==> config.mk <==
export PLATFORM = sky130hd
export DESIGN_NAME = cmos_multi_obj_box
export DESIGN_NICKNAME = d
export VERILOG_FILES = /design/src/rtl/cmos_multi_obj_box.sv
export SDC_FILE = /design/constraint.sdc
export NUM_CORES = 1
export LEC_CHECK = 0
export ABC_CLOCK_PERIOD_IN_PS = 3700
export BUFFER_PORTS_ARGS = -buffer_cell sky130_fd_sc_hd__buf_2
export CORE_ASPECT_RATIO = 1.25
export CORE_MARGIN = 8
export CORE_UTILIZATION = 37
export CTS_BUF_LIST = sky130_fd_sc_hd__clkbuf_8
export CTS_CLUSTER_DIAMETER = 30
export CTS_CLUSTER_SIZE = 8
export DETAILED_ROUTE_END_ITERATION = 6
export HOLD_SLACK_MARGIN = 0.06
export PLACE_DENSITY = 0.67
export SYNTH_ARGS = -nofsm -noshare
export SYNTH_HDL_FRONTEND = slang
export SYNTH_SLANG_ARGS = --single-unit
==> constraint.sdc <==
create_clock -name clk -period 3.7 [get_ports clk]
set_input_delay 0.74 -clock clk [delete_from_list [all_inputs] [get_ports clk]]
set_output_delay 0.74 -clock clk [all_outputs]
set_load 0.05 [all_outputs]
==> src/rtl/cmos_multi_obj_box.sv <==
// cmos_multi_obj_box
//   Multi-class colour locator on the camera pixel stream. Each RGB565 pixel
//   is tested against NUM_CLASS programmable colour windows. Every class keeps
//   its own bounding box and saturating pixel count for the current frame.
//   A rising edge of frame_vsync marks a frame boundary. At that point the
//   live accumulators are copied into a result bank, and the bank is then
//   reported one class per beat over a valid/ready port.
//
// Ports
//   clk, rst_n      pixel clock, asynchronous active-low reset
//   frame_vsync     frame sync; its rising edge is the frame boundary
//   pix_valid       pix_data qualifier (ignored while frame_vsync is high)
//   pix_data        RGB565 pixel {R[15:11], G[10:5], B[4:0]}
//   h_pixel         active line length in pixels (>= 1)
//   thr_lo/thr_hi   per-class inclusive RGB565 window, class k at [16k+15:16k]
//   min_area        minimum pixel count for a class to be reported as found
//   res_ready       consumer accepts the current beat
//   res_*           result beat: class, found flag, box (0 when not found), count
//   frame_drop      one-cycle pulse when a finished frame is discarded because
//                   the previous report has not completed
module cmos_multi_obj_box #(
  parameter int NUM_CLASS = 3,
  parameter int XW        = 11,
  parameter int YW        = 11,
  parameter int CNT_W     = 20,
  parameter int CLS_W     = 3
) (
  input  logic                    clk,
  input  logic                    rst_n,
  input  logic                    frame_vsync,
  input  logic                    pix_valid,
  input  logic [15:0]             pix_data,
  input  logic [XW-1:0]           h_pixel,
  input  logic [NUM_CLASS*16-1:0] thr_lo,
  input  logic [NUM_CLASS*16-1:0] thr_hi,
  input  logic [CNT_W-1:0]        min_area,
  input  logic                    res_ready,
  output logic                    res_valid,
  output logic [CLS_W-1:0]        res_class,
  output logic                    res_found,
  output logic [XW-1:0]           res_x_min,
  output logic [XW-1:0]           res_x_max,
  output logic [YW-1:0]           res_y_min,
  output logic [YW-1:0]           res_y_max,
  output logic [CNT_W-1:0]        res_count,
  output logic                    frame_drop
);

  localparam logic [XW-1:0]    X_ONE    = XW'(1);
  localparam logic [YW-1:0]    Y_ONE    = YW'(1);
  localparam logic [CNT_W-1:0] CNT_ONE  = CNT_W'(1);
  localparam logic [CLS_W-1:0] CLS_ONE  = CLS_W'(1);
  localparam logic [CLS_W-1:0] CLS_LAST = CLS_W'(NUM_CLASS - 1);

  typedef enum logic [1:0] {
    IDLE   = 2'd0,
    ACCUM  = 2'd1,
    REPORT = 2'd2
  } state_t;

  state_t           state_reg, state_next;
  logic [CLS_W-1:0] idx_reg, idx_next;
  logic             frame_drop_reg, drop_next;
  logic             load_bank;

  logic             vs_d_reg;
  logic             vs_rise;
  logic [XW-1:0]    x_reg;
  logic [YW-1:0]    y_reg;
  logic             pix_count;
  logic             accum_en;
  logic             handshake;
  logic             last_beat;

  // Banked results of all classes, flattened so the output mux can pick one.
  logic [NUM_CLASS*XW-1:0]    bank_x_min_flat;
  logic [NUM_CLASS*XW-1:0]    bank_x_max_flat;
  logic [NUM_CLASS*YW-1:0]    bank_y_min_flat;
  logic [NUM_CLASS*YW-1:0]    bank_y_max_flat;
  logic [NUM_CLASS*CNT_W-1:0] bank_cnt_flat;

  assign vs_rise   = frame_vsync & ~vs_d_reg;
  assign pix_count = pix_valid & ~frame_vsync;
  assign accum_en  = pix_count & (state_reg != IDLE);
  assign handshake = (state_reg == REPORT) & res_ready;
  assign last_beat = (idx_reg == CLS_LAST);

  // Frame edge detect and raster coordinates of the next counted pixel.
  always_ff @(posedge clk or negedge rst_n) begin
    if (!rst_n) begin
      vs_d_reg <= 1'b0;
      x_reg    <= '0;
      y_reg    <= '0;
    end else begin
      vs_d_reg <= frame_vsync;
      if (vs_rise) begin
        x_reg <= '0;
        y_reg <= '0;
      end else if (pix_count) begin
        if (x_reg == h_pixel - X_ONE) begin
          x_reg <= '0;
          if (y_reg != '1) begin
            y_reg <= y_reg + Y_ONE;
          end
        end else begin
          x_reg <= x_reg + X_ONE;
        end
      end
    end
  end

  // Per-class window match, live accumulator and result bank.
  genvar gi;
  generate
    for (gi = 0; gi < NUM_CLASS; gi++) begin : g_class
      logic [15:0]      lo;
      logic [15:0]      hi;
      logic             hit;
      logic [XW-1:0]    live_x_min_reg, live_x_max_reg;
      logic [YW-1:0]    live_y_min_reg, live_y_max_reg;
      logic [CNT_W-1:0] live_cnt_reg;
      logic [XW-1:0]    bank_x_min_reg, bank_x_max_reg;
      logic [YW-1:0]    bank_y_min_reg, bank_y_max_reg;
      logic [CNT_W-1:0] bank_cnt_reg;

      assign lo = thr_lo[gi*16 +: 16];
      assign hi = thr_hi[gi*16 +: 16];

      // Fields compared independently; an inverted window on any field
      // can never be satisfied, which disables the class.
      assign hit = (pix_data[15:11] >= lo[15:11]) && (pix_data[15:11] <= hi[15:11]) &&
                   (pix_data[10:5]  >= lo[10:5])  && (pix_data[10:5]  <= hi[10:5])  &&
                   (pix_data[4:0]   >= lo[4:0])   && (pix_data[4:0]   <= hi[4:0]);

      always_ff @(posedge clk or negedge rst_n) begin
        if (!rst_n) begin
          live_x_min_reg <= '1;
          live_x_max_reg <= '0;
          live_y_min_reg <= '1;
          live_y_max_reg <= '0;
          live_cnt_reg   <= '0;
          bank_x_min_reg <= '0;
          bank_x_max_reg <= '0;
          bank_y_min_reg <= '0;
          bank_y_max_reg <= '0;
          bank_cnt_reg   <= '0;
        end else begin
          // A frame boundary always restarts the live set; no pixel is
          // counted in that cycle because frame_vsync is high.
          if (vs_rise) begin
            live_x_min_reg <= '1;
            live_x_max_reg <= '0;
            live_y_min_reg <= '1;
            live_y_max_reg <= '0;
            live_cnt_reg   <= '0;
          end else if (accum_en && hit) begin
            if (x_reg < live_x_min_reg) live_x_min_reg <= x_reg;
            if (x_reg > live_x_max_reg) live_x_max_reg <= x_reg;
            if (y_reg < live_y_min_reg) live_y_min_reg <= y_reg;
            if (y_reg > live_y_max_reg) live_y_max_reg <= y_reg;
            if (live_cnt_reg != '1) live_cnt_reg <= live_cnt_reg + CNT_ONE;
          end
          // Captures the pre-clear live values of the frame just ended.
          if (load_bank) begin
            bank_x_min_reg <= live_x_min_reg;
            bank_x_max_reg <= live_x_max_reg;
            bank_y_min_reg <= live_y_min_reg;
            bank_y_max_reg <= live_y_max_reg;
            bank_cnt_reg   <= live_cnt_reg;
          end
        end
      end

      assign bank_x_min_flat[gi*XW +: XW]       = bank_x_min_reg;
      assign bank_x_max_flat[gi*XW +: XW]       = bank_x_max_reg;
      assign bank_y_min_flat[gi*YW +: YW]       = bank_y_min_reg;
      assign bank_y_max_flat[gi*YW +: YW]       = bank_y_max_reg;
      assign bank_cnt_flat[gi*CNT_W +: CNT_W]   = bank_cnt_reg;
    end
  endgenerate

  // FSM: state register.
  always_ff @(posedge clk or negedge rst_n) begin
    if (!rst_n) begin
      state_reg      <= IDLE;
      idx_reg        <= '0;
      frame_drop_reg <= 1'b0;
    end else begin
      state_reg      <= state_next;
      idx_reg        <= idx_next;
      frame_drop_reg <= drop_next;
    end
  end

  // FSM: next state.
  always_comb begin
    state_next = state_reg;
    idx_next   = idx_reg;
    load_bank  = 1'b0;
    drop_next  = 1'b0;
    case (state_reg)
      IDLE: begin
        if (vs_rise) state_next = ACCUM;
      end
      ACCUM: begin
        if (vs_rise) begin
          state_next = REPORT;
          idx_next   = '0;
          load_bank  = 1'b1;
        end
      end
      REPORT: begin
        if (handshake) begin
          if (last_beat) begin
            // A boundary landing on the final beat starts the next report
            // straight away instead of being dropped.
            if (vs_rise) begin
              idx_next  = '0;
              load_bank = 1'b1;
            end else begin
              state_next = ACCUM;
            end
          end else begin
            idx_next = idx_reg + CLS_ONE;
          end
        end
        if (vs_rise && !(handshake && last_beat)) drop_next = 1'b1;
      end
      default: begin
        state_next = IDLE;
      end
    endcase
  end

  // FSM: outputs, selected from the bank entry of the current beat.
  logic [XW-1:0]    sel_x_min, sel_x_max;
  logic [YW-1:0]    sel_y_min, sel_y_max;
  logic [CNT_W-1:0] sel_cnt;

  always_comb begin
    sel_x_min = '0;
    sel_x_max = '0;
    sel_y_min = '0;
    sel_y_max = '0;
    sel_cnt   = '0;
    for (int k = 0; k < NUM_CLASS; k++) begin
      if (idx_reg == CLS_W'(k)) begin
        sel_x_min = bank_x_min_flat[k*XW +: XW];
        sel_x_max = bank_x_max_flat[k*XW +: XW];
        sel_y_min = bank_y_min_flat[k*YW +: YW];
        sel_y_max = bank_y_max_flat[k*YW +: YW];
        sel_cnt   = bank_cnt_flat[k*CNT_W +: CNT_W];
      end
    end
    res_valid  = (state_reg == REPORT);
    res_class  = idx_reg;
    frame_drop = frame_drop_reg;
    res_found  = (sel_cnt != '0) && (sel_cnt >= min_area);
    res_x_min  = res_found ? sel_x_min : '0;
    res_x_max  = res_found ? sel_x_max : '0;
    res_y_min  = res_found ? sel_y_min : '0;
    res_y_max  = res_found ? sel_y_max : '0;
    res_count  = sel_cnt;
  end

endmodule
Yosys cells after proc, flatten, opt, wreduce, memory -nomap -nowiden
Index checks and enable logic that the tools add are counted.
{"block": "classes", "addsub": 7, "n_mul": 0, "n_div": 0, "order_cmp": 31, "eq_ne": 14, "shifts": 0, "muxes": 87, "bitwise_logic": 6, "reduce_logical": 66}
{"operator": "$mux W11", "n": 59}
{"operator": "$mux W20", "n": 12}
{"operator": "$gt A11 B11 Y1", "n": 6}
{"operator": "$lt A11 B11 Y1", "n": 6}
{"operator": "$add A20 B1 Y20 const B", "n": 3}
{"operator": "$ne A20 B20 Y1 const B", "n": 3}
{"operator": "$reduce_bool A2 Y1", "n": 23}
{"operator": "$reduce_and A2 Y1", "n": 16}
{"operator": "$ge A5 B5 Y1", "n": 6}
{"operator": "$le A5 B5 Y1", "n": 6}
{"operator": "$add A11 B1 Y11 const B", "n": 2}
{"operator": "$logic_and A1 B1 Y1", "n": 21}
{"operator": "$ge A20 B20 Y1", "n": 1}
{"operator": "$reduce_bool A20 Y1", "n": 1}
{"operator": "$ge A6 B6 Y1", "n": 3}
{"operator": "$le A6 B6 Y1", "n": 3}
{"operator": "$eq A11 B11 Y1", "n": 1}
{"operator": "$ne A11 B11 Y1 const B", "n": 1}
{"operator": "$sub A11 B1 Y11 const B", "n": 1}
{"operator": "$mux W2", "n": 5}
{"operator": "$mux W3", "n": 3}
{"operator": "$ne A2 B2 Y1 const B", "n": 3}
{"operator": "$pmux W2 S3", "n": 1}
{"operator": "$pmux W3 S2", "n": 1}
{"operator": "15 further kinds", "n": 24}
{"block": "totals", "ff_bits": 413, "latch_bits": 0, "ram_bits": 0, "mem_bits_ro": 0, "in_bits": 148, "out_inout_bits": 70, "memories": 0}

Logic depth before layout (Yosys ltp)
Gate-level depths: netlist of run 1.
{"block": "logic_depth", "ltp_word": 9, "mapped_depth": 16, "depth_no_buf": 13}

Worst setup path after synthesis of run 1
Ideal clock, no wire load.
{"block": "synth_path", "path_kind": "register to output", "startpoint": "reg idx_reg[0] (netlist: res_class[0])", "endpoint": "out res_x_max[0]", "arrival_time_ps": 5095, "path_slack_ps": -2135, "path_stages_with_launch": 17, "path_buffers": 3, "cell_sequence": "dfrtp_1 > inv_1 > ha_1 > clkbuf_1 > nor3b_1 > buf_2 > a22oi_1 > o21ai_0 > ha_1 > nand2_1 > nor2_1 > nor4b_1 > o21ai_0 > o211ai_1 > o21ai_2 > buf_2 > nor3_1"}
{"block": "synth_between", "elab_chain_len": 7}
{"element": "start: declaration", "line": "62", "text": "logic [CLS_W-1:0] idx_reg, idx_next;"}
{"element": "start signal: assignment", "line": "190", "text": "idx_reg <= idx_next;"}
{"element": "$logic_not A3 Y1", "line": "247", "text": "if (idx_reg == CLS_W'(k)) begin"}
{"element": "$mux W20 (2 in a row)", "line": "247"}
{"element": "$mux W20 (*)", "line": "247"}
{"element": "named net res_count[14]", "line": "45", "text": "output logic [CNT_W-1:0] res_count,"}
{"element": "$ge A20 B20 Y1 / $reduce_bool A20 Y1 (equally long branches)", "line": "258", "text": "res_found = (sel_cnt != '0) && (sel_cnt >= min_area);"}
{"element": "$logic_and A1 B1 Y1 (*)", "line": "258"}
{"element": "$mux W11 (*)", "line": "260", "text": "res_x_max = res_found ? sel_x_max : '0;"}
{"element": "end: declaration", "line": "42", "text": "output logic [XW-1:0] res_x_max,"}
The timed path passes the listed nets; every way through them passes the cells marked *.

Worst setup path in the final report of run 1
{"block": "layout_path", "startpoint": "reg idx_reg[1] (netlist: res_class[1])", "endpoint": "out res_y_min[10]"}
{"block": "layout_between", "elab_chain_len": 7}
{"element": "$logic_not A3 Y1", "line": "247"}
{"element": "$mux W20 (3 in a row)", "line": "247"}
{"element": "$ge A20 B20 Y1 / $reduce_bool A20 Y1 (equally long branches)", "line": "258"}
{"element": "$logic_and A1 B1 Y1", "line": "258"}
{"element": "$mux W11 (*)", "line": "261", "text": "res_y_min = res_found ? sel_y_min : '0;"}
{"element": "end: declaration", "line": "43", "text": "output logic [YW-1:0] res_y_min,"}
Every way passes the cells marked *; elsewhere a longest branch is shown, timed or not.

==> flow_metrics.tcl, run 1 <==
set metrics [dict create \
    die_width_um 251 \
    dp.cells 3812 \
    worst_slew_pin_slew_ps 1230 \
    seq_area_frac_synth 0.409 \
    p_per_area_mw_per_mm2 435 \
    worstPathArrival_ps 3780 \
    fin_crit_sh 1.22 \
    cts-root-buf "clkbuf_8" \
    critPathLaunchType "flip-flop" \
    yosysUniqueCellTypes 76 \
    final-hold-violation-count 0 \
    io_pins 218 \
    vdd_drop_max_uv 261 \
    drtAntennaViolNets 0 \
    syn_nets 3164 \
    fp.dieH_um 309 \
    async_flop_share 1.00 \
    r2r_end "g_class[0].live_y_min_reg[9]" \
    grt_max_degree 86 \
    gr-total-overflow 0 \
    drt_wl_total_um 74400 \
    synth_top_area_share 0.341 \
    fmax_mhz 221 \
    status "finished, violations left" \
    cts_buffers 85 \
    fin_area_sq_mm 0.0316 \
    skew_ps 29.9 \
    dp_hpwl_um 55000 \
    vias 21300 \
    antenna_found_initial 1 \
    max_cap_violations 0 \
    fin_nets 3446 \
    post-route-min-period_ps 4520 \
    final_util 0.464 \
    path_max_fanout 26 \
    drv_slew 0 \
    fin_cells 3982 \
    reg2reg_from "state_reg[0]" \
    place.gp.congestion 0.903 \
    io_buffers 217 \
    synth_edf_count 0 \
    grtUsageTotal 0.192 \
    cts_tree "built" \
    grt_pass1_wl_um 120000 \
    clock_path_buffers 3 \
    rsz0062_at_grt "yes" \
    yosys.area_share.adder 0.125 \
    multi_input_area_sq_mm 0.0144 \
    endpoint "res_y_min[10]" \
    ys_top_cells_by_area "dfrtp_1, ha_1, dfstp_2" \
    synth_top_cell_by_area "dfrtp_1" \
    synth-xor-area-share 0.00825 \
    crit_required_ps 2960 \
    ys_warn_count 0 \
    synth_top_family_by_area "simple AND/OR/NAND/NOR gates" \
    clk_latency_ps 670 \
    area_delta_synth_final_pct 24.0 \
    violations "negative setup slack" \
    first_pass_iters 5 \
    cts.sinks 413 \
    start_util 0.374 \
    fillCellCount 6486 \
    clk_pin_slew_ps 60 \
    drive_gt1_frac 0.241 \
    crit_type "reg -> out" \
    drt_iter0_markers 1123 \
    p_leak_uw 0.0154 \
    wl_per_cell_um 18.7 \
    yosys_register_bits 413 \
    synth_area_sq_mm 0.0255 \
    maxSlewHeadroom 0.179 \
    r2r_slack_ps 370 \
    dp_slack_ps -354 \
    hp-class "in -> async" \
    num_rows 107 \
    htree_num_levels 3 \
    syn_avg_cell_area_sq_um 9.23 \
    synthMuxAreaShare 0.0776 \
    vias_per_cell 5.36 \
    worstRegToRegCells 9 \
    grt_pass1_vias 22000 \
    cp-end-kind "output port" \
    setup_viol 45 \
    synth_compound_area_frac 0.145 \
    dieArea_sq_mm 0.0776 \
    synthFlopType "dfrtp_1" \
    place_area_sq_mm 0.0291 \
    core_area_sq_mm 0.0681 \
    syn_inst 2761 \
    drc 0 \
    fin_ws_ps -821 \
    crit_path_start "res_class[1]" \
    regArea_sq_mm 0.0104 \
    synth_simple_gate_area_frac 0.172 \
]
-- report_power, final --
part           leakage, uW  internal (uW)  switching (uW)  total, uW
logic              0.00906           1160            2210       3370
clock network     0.000998           3050            2070       5120
registers          0.00539           4950             296       5250
total               0.0154           9160            4580      13700
-- cells in the mapped netlist, drive strengths merged, types with 9 or more instances --
master   count
xnor2       13
a221oi      51
nand4       60
or4         28
xor2        11
dfrtp      347
nor2       164
nand3       68
a22oi        9
a21o        53
o21a        10
and3        19
clkbuf     125
inv        256
o21ai      211
ha         255
nor4        23
nor2b       19
nand2      334
dfstp       66
o211ai      26
and4        12
or3         17
o31ai       30
nor3        79
mux2i      121
nand3b      16
a2111oi     10
a31oi       11
nand2b      35
a211oi      21
buf         32
mux2        68
a21oi       89
-- placed cells by master (no fill, tap or decap), drive strengths merged, types with 12 or more instances in the layout --
cell type  Yosys  layout
inv          256     272
nand3         68      68
mux2i        121     121
nor3          79      79
nor4          23      23
clkinv         0      17
mux2          68      68
o31ai         30      30
nand3b        16      16
nand2b        35      35
or4           28      28
nand4         60      60
nor2         164     164
dfstp         66      66
dfrtp        347     347
o211ai        26      26
o21ai        211     211
buf           32     352
and3          19      19
a21o          53      53
nor2b         19      19
a21oi         89      89
and4          12      12
clkbuf       125     101
a221oi        51      51
nand2        334     334
xnor2         13      13
ha           255     255
a211oi        21      21
or3           17      17
-- worst max-delay path: stages (launching register included) --
cell	delay [ps]
dfrtp_2	400
inv_2	100
ha_4	170
buf_12	150
buf_4	130
nand3b_1	140
a211oi_2	90
a21o_4	200
ha_4	260
nand2_1	70
o21ai_0	170
a21oi_1	90
o211ai_1	250
o21ai_4	120
buf_12	170
buf_12	170
nor3_4	240
buf_12	170
-- how the worst min path moves through the flow --
stage | start | to | slack [ps] | cells past startpoint
finish | rst_n | g_class[1].bank_y_max_reg[6] | 100 | 1
global route | rst_n | g_class[1].bank_y_max_reg[6] | 130 | 1
global placement | g_class[1].bank_x_max_reg[2] | g_class[1].bank_x_max_reg[2] | 460 | 2
CTS | rst_n | g_class[1].bank_y_max_reg[6] | 90 | 1
detailed placement | g_class[1].bank_x_max_reg[2] | g_class[1].bank_x_max_reg[2] | 470 | 2
floorplan | rst_n | frame_drop | 440 | 0
-- cell type report --
| cell class | instances | share of cell area |
|---|---|---|
| Inverter | 256 | 0.0305 |
| Multi-Input combinational cell | 1935 | 0.456 |
| Clock buffer | 101 | 0.0440 |
| Sequential cell | 413 | 0.330 |
| Timing Repair Buffer | 352 | 0.0903 |
| Clock inverter | 51 | 0.0146 |
| Tap cell | 872 | 0.0345 |
| Antenna cell | 2 | 0.000158 |
-- stage by stage --
stage | hold WS [ps] | setup TNS (ps) | power [uW]
floorplan | 444 | -20210 | 7230
global placement | 460 | -10980 | 8530
detailed placement | 470 | -12590 | 8560
CTS | 86.2 | -35720 | 13900
global route | 134 | -42860 | 14500
finish | 103 | -33870 | 13700
-- timing repair --
action / CTS / global route
setup buffers: 12 / 2
resized for setup: 92 / 5
setup endpoints to repair: 45 / 45
hold buffers: 0 / 0
gates cloned: 4 / 0
pin swaps: 19 / 4
-- layer usage --
layer  wire (um)  part of all wire  track usage  up-vias
met5           0                 0            0        -
met4        3020             0.041       0.0851        0
met3        4200             0.056       0.0415      160
met2       35600              0.48        0.325      544
met1       31600              0.42        0.235    10200
li1            -                 -            -    10400
-- cells by family (layout without fill, tap and decap cells) --
kind of cell	count (synthesis)	after routing
buffers and inverters	413	760
multiplexers	189	189
XOR/XNOR	24	24
AND/OR/NAND/NOR	899	899
other	0	2
AO/OA/AOI/OAI	568	568
flip-flops	413	413
adder cells (fa/ha/maj)	255	255
Power figures use the tool's default switching activity.
==> inputs of run 2 (changes only) <==
--- a/config.mk
+++ b/config.mk
@@ -6,7 +6,6 @@
 export NUM_CORES = 1
 export LEC_CHECK = 0
 export ABC_CLOCK_PERIOD_IN_PS = 3700
-export BUFFER_PORTS_ARGS = -buffer_cell sky130_fd_sc_hd__buf_2
 export CORE_ASPECT_RATIO = 1.25
 export CORE_MARGIN = 8
 export CORE_UTILIZATION = 37
@@ -14,8 +13,9 @@
 export CTS_CLUSTER_DIAMETER = 30
 export CTS_CLUSTER_SIZE = 8
 export DETAILED_ROUTE_END_ITERATION = 6
+export DONT_BUFFER_PORTS = 1
 export HOLD_SLACK_MARGIN = 0.06
-export PLACE_DENSITY = 0.67
+export PLACE_DENSITY = 0.64
 export SYNTH_ARGS = -nofsm -noshare
 export SYNTH_HDL_FRONTEND = slang
 export SYNTH_SLANG_ARGS = --single-unit
==> run 2 against run 1 <==
  * The run ends with negative hold slack, negative setup slack left
  * Sequential power about the same
  * Clock skew up 3.5 ps
  * Via count down 2.3%
  * Hold slack worse by 280 ps
  * Cell count down 4.1%
  * Setup slack worse by 30 ps
  * Highest routed layer unchanged
  * Clock-buffer cell count down 5
  * Largest power group is now clock
  * Cell area down 1.4%
  * Sequential cell count unchanged
==> flow_metrics.tcl, run 2 (synthesized netlist as in run 1, its figures left out) <==
set metrics [dict create \
    path_max_fanout 6 \
    clk_pin_slew_ps 60 \
    layout_commonest_cell "dfrtp_1" \
    num_rows 107 \
    fp.dieH_um 309 \
    grt_max_degree 414 \
    grtUsageTotal 0.193 \
    skew_ps 33.5 \
    crit_type "reg -> out" \
    io_buffers 0 \
    cts_buffers 84 \
    p_leak_uw 0.0149 \
    crit_path_start "res_class[1]" \
    hold_ws_ps -173 \
    drt_iter0_markers 1306 \
    multi_input_area_sq_mm 0.0143 \
    drive_gt1_frac 0.196 \
    fin_nets 3281 \
    vias_per_cell 5.46 \
    area_delta_synth_final_pct 22.3 \
    drtAntennaViolNets 0 \
    fmax_mhz 220 \
    grt_pass1_wl_um 120000 \
    place_area_sq_mm 0.0286 \
    power_frac_seq 0.370 \
    worstRegToRegCells 10 \
    wl_met1_um 32300 \
    max_cap_violations 0 \
    first_pass_iters 5 \
    hp-class "in -> async" \
    fin_crit_sh 1.23 \
    post-route-min-period_ps 4550 \
    gr-total-overflow 0 \
    antenna_found_initial 2 \
    dieArea_sq_mm 0.0776 \
    p_sw_uw 4510 \
    fin_ws_ps -851 \
    reg2reg_from "state_reg[1]" \
    wl_met2_um 36600 \
    io_pins 218 \
    vdd_drop_max_uv 254 \
    cp-end-kind "output port" \
    final_cell_mix "dfrtp_1, nand2_1, inv_1" \
    drc 0 \
    r2r_end "g_class[2].live_y_max_reg[0]" \
    worst_slew_pin_slew_ps 1010 \
    status "finished, violations left" \
    regArea_sq_mm 0.0104 \
    grt_pass1_vias 21400 \
    violations "negative hold slack, negative setup slack" \
    holdBufCountCts 1 \
    routed.top_layer "met4" \
    clk_latency_ps 680 \
    r2r_slack_ps 430 \
    critPathLaunchType "flip-flop" \
    vias 20800 \
    start_util 0.374 \
    place.gp.congestion 0.879 \
    fillCellCount 6410 \
    die_width_um 251 \
    crit_required_ps 2960 \
    wl_per_cell_um 19.8 \
    clkPwrFrac 0.409 \
    internal-power_uw 9720 \
    fin_area_sq_mm 0.0311 \
    p_comb_frac 0.221 \
    cts.sinks 413 \
    final-hold-violation-count 329 \
    drt_wl_total_um 75700 \
    maxSlewHeadroom 0.327 \
    clock_path_buffers 3 \
    cts_tree "built" \
    worstPathArrival_ps 3810 \
    p_per_area_mw_per_mm2 457 \
    cts-root-buf "clkbuf_8" \
    drv_slew 0 \
    endpoint "res_y_min[3]" \
    dp_hpwl_um 54400 \
    wl_met3_um 4490 \
    swShare 0.317 \
    rsz0062_at_grt "yes" \
    setup_viol 45 \
    core_area_sq_mm 0.0681 \
    htree_num_levels 3 \
]
==> run 2: changes by cell type in the layout (fill, tap and decap cells not counted), moves of 5 or more <==
cell,before,now
clkbuf_8,101,96
buf_2,171,0
buf_4,113,119
bufinv_16,8,18
buf_6,26,7
clkinv_2,16,9
buf_12,35,54
==> run 2: worst min path at each step <==
stage          cells past startpoint                      endpoint  slack (ps)                    startpoint
3_5_place_dp                       2  g_class[2].bank_y_min_reg[5]         470  g_class[2].bank_y_min_reg[5]
4_1_cts                            0  g_class[2].live_y_max_reg[8]        -240                         rst_n
6_report                           0  g_class[1].bank_y_max_reg[6]        -170                         rst_n
3_3_place_gp                       2  g_class[1].bank_y_min_reg[8]         460  g_class[1].bank_y_min_reg[8]
2_1_floorplan                      0                    frame_drop         440                         rst_n
5_1_grt                            0  g_class[2].bank_y_max_reg[6]        -210                         rst_n
==> run 2: what timing repair did <==
item                       4_1_cts  5_1_grt
pin swaps                       50       10
hold endpoints to repair       381      347
gates resized for setup         33       11
buffers inserted                14        2
setup endpoints to repair       45       45
cloned                           6        0
==> run 2: area by class of cell <==
cell class	instances	share of cell area
repair buffers	188	0.0720
clock buffers	96	0.0424
flip-flops and latches	413	0.335
inverters	256	0.0310
clock inverters	59	0.0246
well taps	872	0.0350
multi-input cells	1935	0.460
diodes	1	0.0000803
==> run 2: through the flow <==
| stage | total power (uW) | instances | setup WS, ps | setup TNS [ps] | utilization |
|---|---|---|---|---|---|
| 6_report | 14200 | 3820 | -851 | -36740 | 0.457 |
| 5_1_grt | 14900 | 3820 | -1000 | -43700 | 0.457 |
| 4_1_cts | 14400 | 3819 | -896 | -38620 | 0.457 |
| 3_5_place_dp | 8280 | 3644 | -415 | -13610 | 0.420 |
| 3_3_place_gp | 8260 | 3644 | -397 | -12620 | 0.420 |
| 2_1_floorplan | 7230 | 2761 | -468 | -20210 | - |
==> run 2: per-layer routing <==
layer / GRT usage / vias up
li1: - / 10100
met2: 0.330 / 556
met5: 0 / -
met3: 0.0429 / 117
met4: 0.0727 / 0
met1: 0.235 / 10100
==> run 2: power by group through the flow <==
stage	Clock (uW)	Combinational [uW]	Sequential [uW]
final	5820	3150	5260
after global routing	6150	3460	5310
after CTS	5940	3160	5260
after detailed placement	0	2960	5330
after global placement	0	2940	5320
after floorplan	0	1980	5250
==> run 2: worst max-delay path, cell delays in order (launching register included) <==
cell and delay [ps]:
dfrtp_2 430, buf_12 160, ha_4 170, nor2b_4 150
buf_12 150, buf_16 130, a21o_4 220, ha_4 260
nand4_1 170, nor4b_4 240, o21ai_1 100, o211ai_1 140
o21ai_4 150, buf_6 170, buf_12 150, nor3_4 170
buf_12 170
